### src/rtl/scan_select_sequencer_if.sv
// Control/status bundle between a display controller and scan_select_sequencer.
// The controller (master) drives run/dir/step/en_in; the sequencer (slave) returns decoder selects and pulses.
interface scan_select_sequencer_if;
    // No valid/ready pair: run, dir and en_in are levels, step is a level whose
    // rising edge is the request, and tick/wrap are single-cycle strobes.
    logic run;
    logic dir;
    logic step;
    logic en_in;
    logic sel_e;
    logic sel_a;
    logic sel_b;
    logic sel_c;
    logic tick;
    logic wrap;

    modport master (
        output run, dir, step, en_in,
        input  sel_e, sel_a, sel_b, sel_c, tick, wrap
    );

    modport slave (
        input  run, dir, step, en_in,
        output sel_e, sel_a, sel_b, sel_c, tick, wrap
    );
endinterface

### src/rtl/scan_select_sequencer.sv
// Row/digit index sequencer driving the enable and select lines of a 3-to-8 decoder.
// Define SCAN_BLANK_EN to hold sel_e low for BLANK_LEN cycles after every index change.
module scan_select_sequencer #(
    parameter int PRESCALE  = 100000,
    parameter int LAST      = 7,
    parameter int BLANK_LEN = 4
) (
    input  logic                          clk,
    input  logic                          rst_n,
    scan_select_sequencer_if.slave        bus,
    output logic                          dbg_state
);
    localparam int              PW       = $clog2(PRESCALE);
    localparam logic [PW-1:0]   PCNT_MAX = PW'(PRESCALE - 1);
    localparam logic [2:0]      IDX_LAST = 3'(LAST);

    if (PRESCALE < 2 || PRESCALE > 1048576) begin : g_bad_prescale
        $error("scan_select_sequencer: PRESCALE must be in 2..2^20");
    end
    if (LAST < 1 || LAST > 7) begin : g_bad_last
        $error("scan_select_sequencer: LAST must be in 1..7");
    end
    if (BLANK_LEN < 1 || BLANK_LEN > 15 || BLANK_LEN >= PRESCALE) begin : g_bad_blank_len
        $error("scan_select_sequencer: BLANK_LEN must be in 1..15 and below PRESCALE");
    end

    typedef enum logic {
        SHOW  = 1'b0,
        BLANK = 1'b1
    } state_e;

    state_e        state_q, state_d;
    logic [PW-1:0] pcnt_q, pcnt_d;
    logic [2:0]    idx_q, idx_d;
    logic          step_d_q, step_d_d;
    logic          sel_e_q, sel_e_d;
    logic          tick_q, tick_d;
    logic          wrap_q, wrap_d;
    logic          auto_adv;
    logic          man_adv;
    logic          adv;
    logic          at_wrap;

`ifdef SCAN_BLANK_EN
    localparam logic [3:0] BCNT_LOAD = 4'(BLANK_LEN - 1);
    logic [3:0] bcnt_q, bcnt_d;
`endif

    // Prescaler, edge detect and index arithmetic; step is ignored while running.
    always_comb begin
        auto_adv = bus.run && (pcnt_q == PCNT_MAX);
        man_adv  = !bus.run && bus.step && !step_d_q;
        adv      = auto_adv || man_adv;
        pcnt_d   = (bus.run && (pcnt_q != PCNT_MAX)) ? pcnt_q + 1'b1 : '0;
        step_d_d = bus.step;
        at_wrap  = bus.dir ? (idx_q == 3'd0) : (idx_q == IDX_LAST);
        idx_d    = idx_q;
        if (adv) begin
            if (at_wrap) begin
                idx_d = bus.dir ? IDX_LAST : 3'd0;
            end else begin
                idx_d = bus.dir ? idx_q - 3'd1 : idx_q + 3'd1;
            end
        end
    end

    // Next state: an advance always (re)starts the blank window, even mid-blank.
    always_comb begin
        state_d = SHOW;
`ifdef SCAN_BLANK_EN
        bcnt_d  = bcnt_q;
        if (adv) begin
            state_d = BLANK;
            bcnt_d  = BCNT_LOAD;
        end else if (state_q == BLANK && bcnt_q != 4'd0) begin
            state_d = BLANK;
            bcnt_d  = bcnt_q - 4'd1;
        end
`endif
    end

    // Outputs are registered, so they are decoded from the upcoming state.
    always_comb begin
        sel_e_d = (state_d == SHOW) ? bus.en_in : 1'b0;
        tick_d  = auto_adv;
        wrap_d  = adv && at_wrap;
    end

    always_ff @(posedge clk or negedge rst_n) begin
        if (!rst_n) begin
            state_q <= SHOW;
`ifdef SCAN_BLANK_EN
            bcnt_q  <= 4'd0;
`endif
        end else begin
            state_q <= state_d;
`ifdef SCAN_BLANK_EN
            bcnt_q  <= bcnt_d;
`endif
        end
    end

    always_ff @(posedge clk or negedge rst_n) begin
        if (!rst_n) begin
            pcnt_q   <= '0;
            idx_q    <= 3'd0;
            step_d_q <= 1'b0;
            sel_e_q  <= 1'b0;
            tick_q   <= 1'b0;
            wrap_q   <= 1'b0;
        end else begin
            pcnt_q   <= pcnt_d;
            idx_q    <= idx_d;
            step_d_q <= step_d_d;
            sel_e_q  <= sel_e_d;
            tick_q   <= tick_d;
            wrap_q   <= wrap_d;
        end
    end

    assign bus.sel_e = sel_e_q;
    assign bus.sel_a = idx_q[2];
    assign bus.sel_b = idx_q[1];
    assign bus.sel_c = idx_q[0];
    assign bus.tick  = tick_q;
    assign bus.wrap  = wrap_q;
    assign dbg_state = (state_q == BLANK);
endmodule

### src/flat_wrapper.sv
// flat-port wrapper written by rule: the top's interface ports become plain ports
module scan_select_sequencer_flat 
#(
    parameter int PRESCALE  = 100000,
    parameter int LAST      = 7,
    parameter int BLANK_LEN = 4
)
  (clk, rst_n, dbg_state, bus_run, bus_dir, bus_step, bus_en_in, bus_sel_e, bus_sel_a, bus_sel_b, bus_sel_c, bus_tick, bus_wrap);
  scan_select_sequencer_if bus_i ();
  input  logic clk;
  input  logic rst_n;
  output logic dbg_state;
  input wire logic [$bits(bus_i.run)-1:0] bus_run;
  input wire logic [$bits(bus_i.dir)-1:0] bus_dir;
  input wire logic [$bits(bus_i.step)-1:0] bus_step;
  input wire logic [$bits(bus_i.en_in)-1:0] bus_en_in;
  output wire logic [$bits(bus_i.sel_e)-1:0] bus_sel_e;
  output wire logic [$bits(bus_i.sel_a)-1:0] bus_sel_a;
  output wire logic [$bits(bus_i.sel_b)-1:0] bus_sel_b;
  output wire logic [$bits(bus_i.sel_c)-1:0] bus_sel_c;
  output wire logic [$bits(bus_i.tick)-1:0] bus_tick;
  output wire logic [$bits(bus_i.wrap)-1:0] bus_wrap;
  assign bus_i.run = bus_run;
  assign bus_i.dir = bus_dir;
  assign bus_i.step = bus_step;
  assign bus_i.en_in = bus_en_in;
  assign bus_sel_e = bus_i.sel_e;
  assign bus_sel_a = bus_i.sel_a;
  assign bus_sel_b = bus_i.sel_b;
  assign bus_sel_c = bus_i.sel_c;
  assign bus_tick = bus_i.tick;
  assign bus_wrap = bus_i.wrap;
  scan_select_sequencer #(.PRESCALE(PRESCALE), .LAST(LAST), .BLANK_LEN(BLANK_LEN)) u_core (.clk(clk), .rst_n(rst_n), .bus(bus_i), .dbg_state(dbg_state));
endmodule
### config.mk
export PLATFORM = sky130hd
export DESIGN_NAME = scan_select_sequencer_flat
export DESIGN_NICKNAME = d
export VERILOG_FILES = /design/src/rtl/scan_select_sequencer_if.sv /design/src/rtl/scan_select_sequencer.sv /design/src/flat_wrapper.sv
export SDC_FILE = /design/constraint.sdc
export NUM_CORES = 1
export LEC_CHECK = 0
export ABC_AREA = 1
export BUFFER_PORTS_ARGS = -buffer_cell sky130_fd_sc_hd__buf_2
export CORE_UTILIZATION = 40
export DETAILED_ROUTE_END_ITERATION = 16
export GPL_TIMING_DRIVEN = 1
export PLACE_DENSITY = 0.66
export SLEW_MARGIN = 20
export SYNTH_ARGS = -nofsm -noshare
export SYNTH_HDL_FRONTEND = slang
export SYNTH_SLANG_ARGS = --single-unit
### constraint.sdc
create_clock -name clk -period 1.4 [get_ports clk]
set_input_delay 0.21 -clock clk [delete_from_list [all_inputs] [get_ports clk]]
set_output_delay 0.21 -clock clk [all_outputs]
set_load 0.005 [all_outputs]
==> flow_metrics.tcl, run 1 <==
set metrics [dict create \
    cts_made_buffers 3 \
    synth_area_um2 1390 \
    cpPeakStageDelay_ns 0.39 \
    dr.pass1.iters 4 \
    io-pin-count 13 \
    ctsHtreeMaxLevel 1 \
    antenna_cells 0 \
    fin_crit_ns 1.38 \
    async_reset_ff_share_pct 100 \
    drc 0 \
    crit_fanout 9 \
    vias 1226 \
    final_core_util_pct 52.3 \
    cap_violations 0 \
    multi_input_area_um2 721 \
    synth_cells 189 \
    hp-class "input pin to flop" \
    fillers 335 \
    finalNonFillerCells 262 \
    synth_cell_type_count 25 \
    synth_area_per_cell_um2 7.35 \
    dieWidth_um 60.9 \
    seq_area_um2 602 \
    status "finished, final reports clean" \
    fin_skew_ns 0.0194 \
    hpwl_um 1950 \
    reg2reg_to "u_core.pcnt_q[4]" \
    postRouteAntennaNets 0 \
    max_freq_ghz 0.727 \
    clk_latency_ns 0.33 \
    fin_setup_tns_ns 0 \
    worst_pin_slew_ns 0.520 \
    layout_common_cells "43 x nand2_1, 27 x nor2_1, 25 x inv_1" \
    swShare_pct 32.7 \
    grt_pass1_wl_um 4670 \
    cts_tree "built" \
    crit_type "flop to flop" \
    overflow 0 \
    crit_end "u_core.pcnt_q[4]" \
    cp_cell_sequence "ha_2 > nand2_2 > nor2_4 > nand3_2 > nand2_4 > clkbuf_16 > nor2_1" \
    p_clk_share_pct 19.7 \
    clock_path_buffers 2 \
    drt_iter0_drc 94 \
    vias_per_cell 4.68 \
    drt-total-wl_um 3010 \
    synth_ff_type "dfrtp_1" \
    grt_usage_pct 16.8 \
    yosys_warnings 0 \
    end_kind "flop" \
    cts_sinks 24 \
    seq_power_share_pct 49.5 \
    final_hold_viol_count 0 \
    synthToLayoutAreaGrowth_pct 25.8 \
    crit_arrival_ns 1.59 \
    clkTransAtPathRegs_ns 0.12 \
    num_rows 21 \
    relSlewSlack_pct 65.3 \
    synth-seq-cells 24 \
    power.internal_mw 1.07 \
    rsz0062_at_grt "yes" \
    seq_area_frac_synth_pct 43.2 \
    grt_pass1_vias 1079 \
    hold_ws_ns 0.0318 \
    crit_start "u_core.pcnt_q[1]" \
    synth-edff-count 0 \
    wire_per_inst_um 11.5 \
    drive_gt1_share_pct 30.1 \
    core_area_um2 3340 \
    syn_nets 197 \
    final_common_cell "nand2_1" \
    post-route-period-util_pct 98.3 \
    finalPower_mw 1.59 \
    p_comb_share_pct 30.8 \
    p_per_area_nw_per_um2 913 \
    gp_congestion 0.819 \
    grt_max_degree 25 \
    start_util_pct 41.6 \
    reg2reg_slack_ns 0.02 \
    dp.cells 247 \
    setup.worst_path.start_class "flop" \
    die_h_um 60.9 \
    antenna_found_initial 0 \
    leakagePower_nw 0.835 \
    port-buffer-count 11 \
    cp.required_ns 1.61 \
    nets 226 \
    drv_slew 0 \
    die-area_um2 3710 \
    r2r_start "u_core.pcnt_q[1]" \
    worst_r2r_path_depth 7 \
    setup_violations 0 \
    ir_drop_uv 634 \
    cts_root_buffer "clkbuf_4" \
    power_switching_mw 0.521 \
    cp_slowest_cell "dfrtp_1" \
]
## worst min-delay path by stage
stage	start	end	slack (ns)	cells past startpoint
finish	bus_step	u_core.step_d_q	0.03	1
global route	bus_step	u_core.step_d_q	0.01	1
CTS	bus_step	u_core.step_d_q	0.02	1
detailed placement	rst_n	u_core.pcnt_q[10]	0.23	1
global placement	rst_n	u_core.pcnt_q[9]	0.22	1
floorplan	rst_n	u_core.bus.sel_e	-0.09	0
## state kept, by name, indices dropped and copies added (netlist names)
register          cells
u_core.step_d_q       1
u_core.bus.wrap       1
u_core.idx_q          3
u_core.bus.tick       1
u_core.pcnt_q        17
u_core.bus.sel_e      1
## layer usage
layer | share of wire, % | vias to the layer above | GRT usage [%]
met5 | 0 | - | 0
li1 | - | 634 | -
met2 | 49 | 28 | 28.1
met3 | 3.6 | 0 | 3.84
met4 | 0 | 0 | 2.92
met1 | 47 | 564 | 22.6
## cells by family (layout without fill, tap and decap cells)
logic type      Yosys count  count (layout)  share of synthesized area [%]
fa+ha+maj                 2               2                           2.34
xor+xnor                  4               4                           2.52
simple gates            117             117                           38.6
buf+inv                  34              61                           10.3
flops                    24              24                           43.2
other cells               1               1                          0.270
compound gates            7               7                           2.70
## cells in the mapped netlist, types with 2 or more instances
master,count,area share (%)
nand3_2,2,1.4
o21ai_1,2,0.72
nor2_2,6,2.7
inv_1,29,7.8
buf_4,2,1.1
dfrtp_1,24,43
nor3_1,7,2.5
nor2_1,31,8.4
a21oi_1,2,0.72
nand3_1,16,5.8
xor2_1,3,1.9
nor2_4,2,1.6
nand2_1,44,12
nand4_1,3,1.4
o21ai_0,2,0.72
nand2_2,5,2.3
## power groups by stage
stage,clock network (mW),registers (mW),logic (mW)
final,0.314,0.790,0.490
after global routing,0.358,0.795,0.564
after CTS,0.325,0.781,0.401
after detailed placement,0,0.795,0.390
after global placement,0,0.795,0.393
after floorplan,0,0.803,0.220
## through the flow
| stage | instance area [um2] | worst slack [ns] |
|---|---|---|
| global route | 1750 | -0.0589 |
| CTS | 1580 | 0.00244 |
| floorplan | 1390 | 0.0590 |
| global placement | 1520 | 0.0379 |
| finish | 1750 | 0.0245 |
| detailed placement | 1520 | 0.0233 |
## worst max-delay path: cells and delay by family (launching register included)
kind                     cells  cell delay, ns
AND/OR/NAND/NOR              5            0.53
flip-flops                   1            0.39
adder cells (fa/ha/maj)      1            0.19
buffers and inverters        1            0.17
## what timing repair did
action | CTS | global route
gates cloned | 0 | 2
setup endpoints to repair | 1 | 17
buffers inserted | 2 | 6
endpoints found under the hold margin | 25 | 0
pin swaps | 1 | 9
hold buffers | 2 | 0
gates resized for setup | 0 | 24
## final cells by class
| type | instances | area share, % |
|---|---|---|
| Inverter | 31 | 6.66 |
| Sequential cell | 24 | 34.5 |
| Multi-Input combinational cell | 131 | 41.3 |
| Clock buffer | 3 | 1.29 |
| Timing Repair Buffer | 27 | 13.0 |
| Tap cell | 46 | 3.30 |
Power figures use the tool's default switching activity.
==> inputs of run 2 (changes only) <==
--- a/config.mk
+++ b/config.mk
@@ -7,6 +7,7 @@
 export LEC_CHECK = 0
 export ABC_AREA = 1
 export BUFFER_PORTS_ARGS = -buffer_cell sky130_fd_sc_hd__buf_2
+export CORE_ASPECT_RATIO = 1.4
 export CORE_UTILIZATION = 40
 export DETAILED_ROUTE_END_ITERATION = 16
 export GPL_TIMING_DRIVEN = 1
==> run 2 against run 1 <==
Effect of this change: final area fell by 4.6%; utilization down 2.5 points; sequential power decreased by 1%; worst hold slack better by 0.016 ns; register-to-register slack about the same; clock skew down 0.016 ns; setup slack better by 0.00094 ns; first-iteration DRC count shrank 69%; combinational power shrank 15%; global-route usage barely moved; final cell count down 4.6%; largest power group unchanged.
==> flow_metrics.tcl, run 2 (same netlist as run 1, synthesis figures left out) <==
set metrics [dict create \
    p_comb_share_pct 23.1 \
    grt_usage_pct 16.8 \
    port-buffer-count 11 \
    dieWidth_um 51.8 \
    cp_slowest_cell "dfrtp_1" \
    num_rows 25 \
    wl_met1_um 1140 \
    hp-class "input pin to flop" \
    fin_crit_ns 1.37 \
    largestRegisters "u_core.pcnt_q: 17 flops, u_core.idx_q: 3 flops" \
    fillers 309 \
    wl_met2_um 1550 \
    power.internal_mw 1.31 \
    status "finished, final reports clean" \
    crit_family "simple AND/OR/NAND/NOR gates" \
    final_core_util_pct 49.8 \
    drt-total-wl_um 2830 \
    max_freq_ghz 0.727 \
    clk_latency_ns 0.26 \
    antenna_cells 0 \
    core_area_um2 3350 \
    fin_skew_ns 0.00300 \
    setup_ws_ns 0.0254 \
    grt_pass1_wl_um 4720 \
    drt_iter0_drc 29 \
    start_util_pct 41.5 \
    seq_power_share_pct 43.5 \
    io-pin-count 13 \
    cts_sinks 24 \
    cpPeakStageDelay_ns 0.37 \
    grt_max_degree 25 \
    final_common_cell "nand2_1" \
    seq_area_um2 601 \
    overflow 0 \
    die_h_um 71.7 \
    gp_congestion 0.835 \
    postRouteAntennaNets 0 \
    cts_tree "built" \
    wl_met3_um 93 \
    grt_pass1_vias 1116 \
    pre_cts_ws_ns 0.0392 \
    clock_path_buffers 2 \
    multi_input_area_um2 673 \
    routed.top_layer "met4" \
    top_register "u_core.pcnt_q" \
    crit_arrival_ns 1.53 \
    vias 1221 \
    cp.required_ns 1.56 \
    antenna_found_initial 0 \
    vias_per_cell 4.88 \
    setup.worst_path.start_class "flop" \
    ctsHtreeMaxLevel 1 \
    drv_slew 0 \
    final_hold_viol_count 0 \
    cts_root_buffer "clkbuf_8" \
    largest_register_ffs 17 \
    crit_type "flop to flop" \
    drc 0 \
    rsz0062_at_grt "yes" \
    timing.critical_path.buf_inv 1 \
    dr.pass1.iters 4 \
    layout_common_cells "43 x nand2_1, 30 x nor2_1, 29 x inv_1" \
    power_switching_mw 0.480 \
    post-route-period-util_pct 98.2 \
    end_kind "flop" \
    crit_fanout 5 \
    drive_gt1_share_pct 21.9 \
    hpwl_um 2100 \
    swShare_pct 26.8 \
    setup_violations 0 \
    synthToLayoutAreaGrowth_pct 20.0 \
    worst_pin_slew_ns 0.521 \
    leakagePower_nw 0.811 \
    relSlewSlack_pct 65.3 \
    wire_per_inst_um 11.3 \
    ir_drop_uv 798 \
    nets 219 \
    p_per_area_nw_per_um2 1080 \
    cap_violations 0 \
    die-area_um2 3720 \
    clkTransAtPathRegs_ns 0.09 \
    cp_cell_sequence "ha_2 > nand2_2 > nor2_4 > inv_1 > nor2_1 > nand3_2 > nand3_1 > nand2_1" \
    p_clk_share_pct 33.3 \
    finalPower_mw 1.79 \
    cts_made_buffers 3 \
]
==> run 2: cell count changes in the layout (fill, tap and decap cells not counted), sizes merged <==
cell / before / now
clkbuf: 5 / 4
buf: 23 / 18
dlygate4sd3: 2 / 1
bufinv: 0 / 1
==> run 2: timing repair <==
action,CTS,global route
hold buffers,1,0
endpoints found under the setup margin,0,16
gates resized for setup,0,7
hold endpoints to repair,24,0
setup buffers,0,1
==> run 2: final timing paths <==
path | start | end | slack [ns] | depth (start not counted)
worst max-delay path | u_core.pcnt_q[0] | u_core.idx_q[0] | 0.03 | 8
worst min-delay path | bus_en_in | u_core.bus.sel_e | 0.05 | 1
worst max register to register | u_core.pcnt_q[0] | u_core.idx_q[0] | 0.03 | 8
worst min register to register | u_core.pcnt_q[0] | u_core.pcnt_q[0] | 0.46 | 1
max in group asynchronous | rst_n | u_core.pcnt_q[16] | 0.60 | 2
min in group asynchronous | rst_n | u_core.pcnt_q[7] | 0.45 | 2
==> run 2: power by group through the flow <==
stage                     Sequential, mW  Clock (mW)  Combinational, mW
final                              0.781       0.598              0.415
after global routing               0.788       0.641              0.476
after CTS                          0.781       0.615              0.402
after detailed placement           0.795           0              0.397
after global placement             0.797           0              0.395
after floorplan                    0.803           0              0.220
==> run 2: area by class of cell <==
cell class / count / share of cell area (%)
Sequential cell: 24 / 36.0
Clock inverter: 1 / 1.80
Multi-Input combinational cell: 131 / 40.4
Inverter: 31 / 6.98
Clock buffer: 3 / 2.48
Timing Repair Buffer: 20 / 9.31
Tap cell: 40 / 3.00
==> run 2: worst reg2reg max path, stage by stage, from the launching register on <==
cell and delay [ns]:
dfrtp_1 0.37, ha_2 0.20, nand2_2 0.08, nor2_4 0.16
inv_1 0.06, nor2_1 0.12, nand3_2 0.13, nand3_1 0.10
nand2_1 0.06
==> run 2: metrics by stage <==
stage	hold slack [ns]	std cells	instance area, um2	TNS (ns)
after CTS	0.0423	248	1610	0
after global routing	0.0315	250	1670	-0.482
after floorplan	-0.0856	189	1390	0
after detailed placement	0.221	243	1530	0
after global placement	0.221	243	1530	0
final	0.0483	250	1670	0
==> run 2: routing by layer <==
layer | global-route usage, % | up-vias
met5 | 0 | -
met4 | 7.21 | 0
met3 | 1.91 | 4
met2 | 29.4 | 25
met1 | 20.4 | 569
li1 | - | 623
==> inputs of run 3 (changes only) <==
--- a/config.mk
+++ b/config.mk
@@ -9,9 +9,11 @@
 export BUFFER_PORTS_ARGS = -buffer_cell sky130_fd_sc_hd__buf_2
 export CORE_ASPECT_RATIO = 1.4
 export CORE_UTILIZATION = 40
+export CTS_CLUSTER_DIAMETER = 30
 export DETAILED_ROUTE_END_ITERATION = 16
 export GPL_TIMING_DRIVEN = 1
 export PLACE_DENSITY = 0.66
+export RECOVER_POWER = 25
 export SLEW_MARGIN = 20
 export SYNTH_ARGS = -nofsm -noshare
 export SYNTH_HDL_FRONTEND = slang
==> run 3 against run 2 <==
Effect of this change: critical path type unchanged; sequential share of layout area barely moved; register-to-register slack barely moved; largest power group unchanged; via count fell by 0.16%; first-iteration DRC count did not move.
==> flow_metrics.tcl, run 3 (same netlist as run 1, synthesis figures left out) <==
set metrics [dict create \
    drc 0 \
    reg2reg_to "u_core.idx_q[0]" \
    vias_per_cell 4.88 \
    leakagePower_nw 0.808 \
    end_kind "flop" \
    p_per_area_nw_per_um2 1080 \
    cts_tree "built" \
    dieWidth_um 51.8 \
    crit_type "flop to flop" \
    wl_met1_um 1140 \
    largestRegisters "u_core.pcnt_q: 17 flops, u_core.idx_q: 3 flops" \
    cts_sinks 24 \
    layout_common_cells "43 x nand2_1, 30 x nor2_1, 29 x inv_1" \
    grt_usage_pct 16.8 \
    io-pin-count 13 \
    largest_register_ffs 17 \
    fin_setup_tns_ns 0 \
    die-area_um2 3720 \
    vias 1219 \
    grt_pass1_vias 1116 \
    ctsHtreeMaxLevel 1 \
    place_area_um2 1530 \
    final_common_cell "nand2_1" \
    drt-total-wl_um 2830 \
    core_area_um2 3350 \
    drive_gt1_share_pct 21.4 \
    fin_skew_ns 0.00299 \
    finalPower_mw 1.79 \
    worst_pin_slew_ns 0.580 \
    antenna_cells 0 \
    max_freq_ghz 0.727 \
    relSlewSlack_pct 61.3 \
    postRouteAntennaNets 0 \
    overflow 0 \
    crit_end "u_core.idx_q[0]" \
    clock_path_buffers 2 \
    post-route-period-util_pct 98.2 \
    cts_root_buffer "clkbuf_8" \
    start_util_pct 41.5 \
    wire_per_inst_um 11.3 \
    cp.required_ns 1.56 \
    clk_latency_ns 0.26 \
    routed.top_layer "met4" \
    nets 219 \
    crit_fanout 5 \
    final_area_um2 1670 \
    num_rows 25 \
    dr.pass1.iters 4 \
    fin_crit_ns 1.37 \
    crit_arrival_ns 1.53 \
    reg2reg_slack_ns 0.03 \
    drv_slew 0 \
    setup.worst_path.start_class "flop" \
    crit_start "u_core.pcnt_q[0]" \
    cap_violations 0 \
    grt_pass1_wl_um 4720 \
    top_register "u_core.pcnt_q" \
    r2r_start "u_core.pcnt_q[0]" \
    die_h_um 71.7 \
    hpwl_um 2100 \
    wl_met2_um 1550 \
    ir_drop_uv 798 \
    final_hold_viol_count 0 \
    port-buffer-count 11 \
    cts_made_buffers 3 \
    worst_r2r_path_depth 8 \
    wl_met3_um 94 \
    drt_iter0_drc 29 \
    status "finished, final reports clean" \
    rsz0062_at_grt "yes" \
    clkTransAtPathRegs_ns 0.09 \
    whs_path_depth 1 \
    gp_congestion 0.835 \
    synthToLayoutAreaGrowth_pct 19.9 \
    setup_violations 0 \
    antenna_found_initial 0 \
    hp-class "input pin to flop" \
    grt_max_degree 25 \
]
run 3: cell types whose count changed in the layout (fill, tap and decap cells not counted), sizes merged:
cell	delta
buf	-2
clkbuf	+2
run 3: repair_timing:
action                                  CTS  global route
hold endpoints to repair                 24             0
endpoints found under the setup margin    0            16
hold buffers                              1             0
buffers inserted                          0             1
gates resized for setup                   0             7
run 3: power by group:
group	switching, mW	internal (mW)	leakage, nW
combinational	0.226	0.189	0.452
clock	0.217	0.382	0.0357
sequential	0.0378	0.743	0.320
total	0.480	1.31	0.808
run 3: worst min path at each step:
stage	startpoint	to	slack, ns
final	bus_en_in	u_core.bus.sel_e	0.05
after global routing	bus_en_in	u_core.bus.sel_e	0.03
after CTS	bus_en_in	u_core.bus.sel_e	0.04
after detailed placement	rst_n	u_core.pcnt_q[5]	0.22
after global placement	rst_n	u_core.pcnt_q[6]	0.22
after floorplan	rst_n	u_core.bus.sel_e	-0.09
run 3: routing by layer:
metal  up-vias  global-route usage (%)
met1       567                    20.4
met4         0                    7.21
met5         -                       0
li1        623                       -
met2        25                    29.4
met3         4                    1.91
run 3: critical path, stage by stage (launching register included):
cell,delay [ns]
dfrtp_1,0.37
ha_2,0.20
nand2_2,0.08
nor2_4,0.16
inv_1,0.06
nor2_1,0.12
nand3_2,0.13
nand3_1,0.09
nand2_1,0.06
run 3: layout make-up:
type,instances,area [um2]
well taps,40,50.0
flip-flops and latches,24,601
clock inverters,1,30.0
repair buffers,20,154
multi-input cells,131,673
inverters,31,116
fillers,309,1680
clock buffers,3,41.3
run 3: through the flow:
stage	setup WS, ns	hold WS, ns	util (%)	cells
finish	0.0254	0.0483	49.8	250
global route	-0.0728	0.0315	49.8	250
CTS	0.0152	0.0423	48.0	248
detailed placement	0.0392	0.221	45.6	243
global placement	0.0590	0.221	45.6	243
floorplan	0.0590	-0.0856	-	189
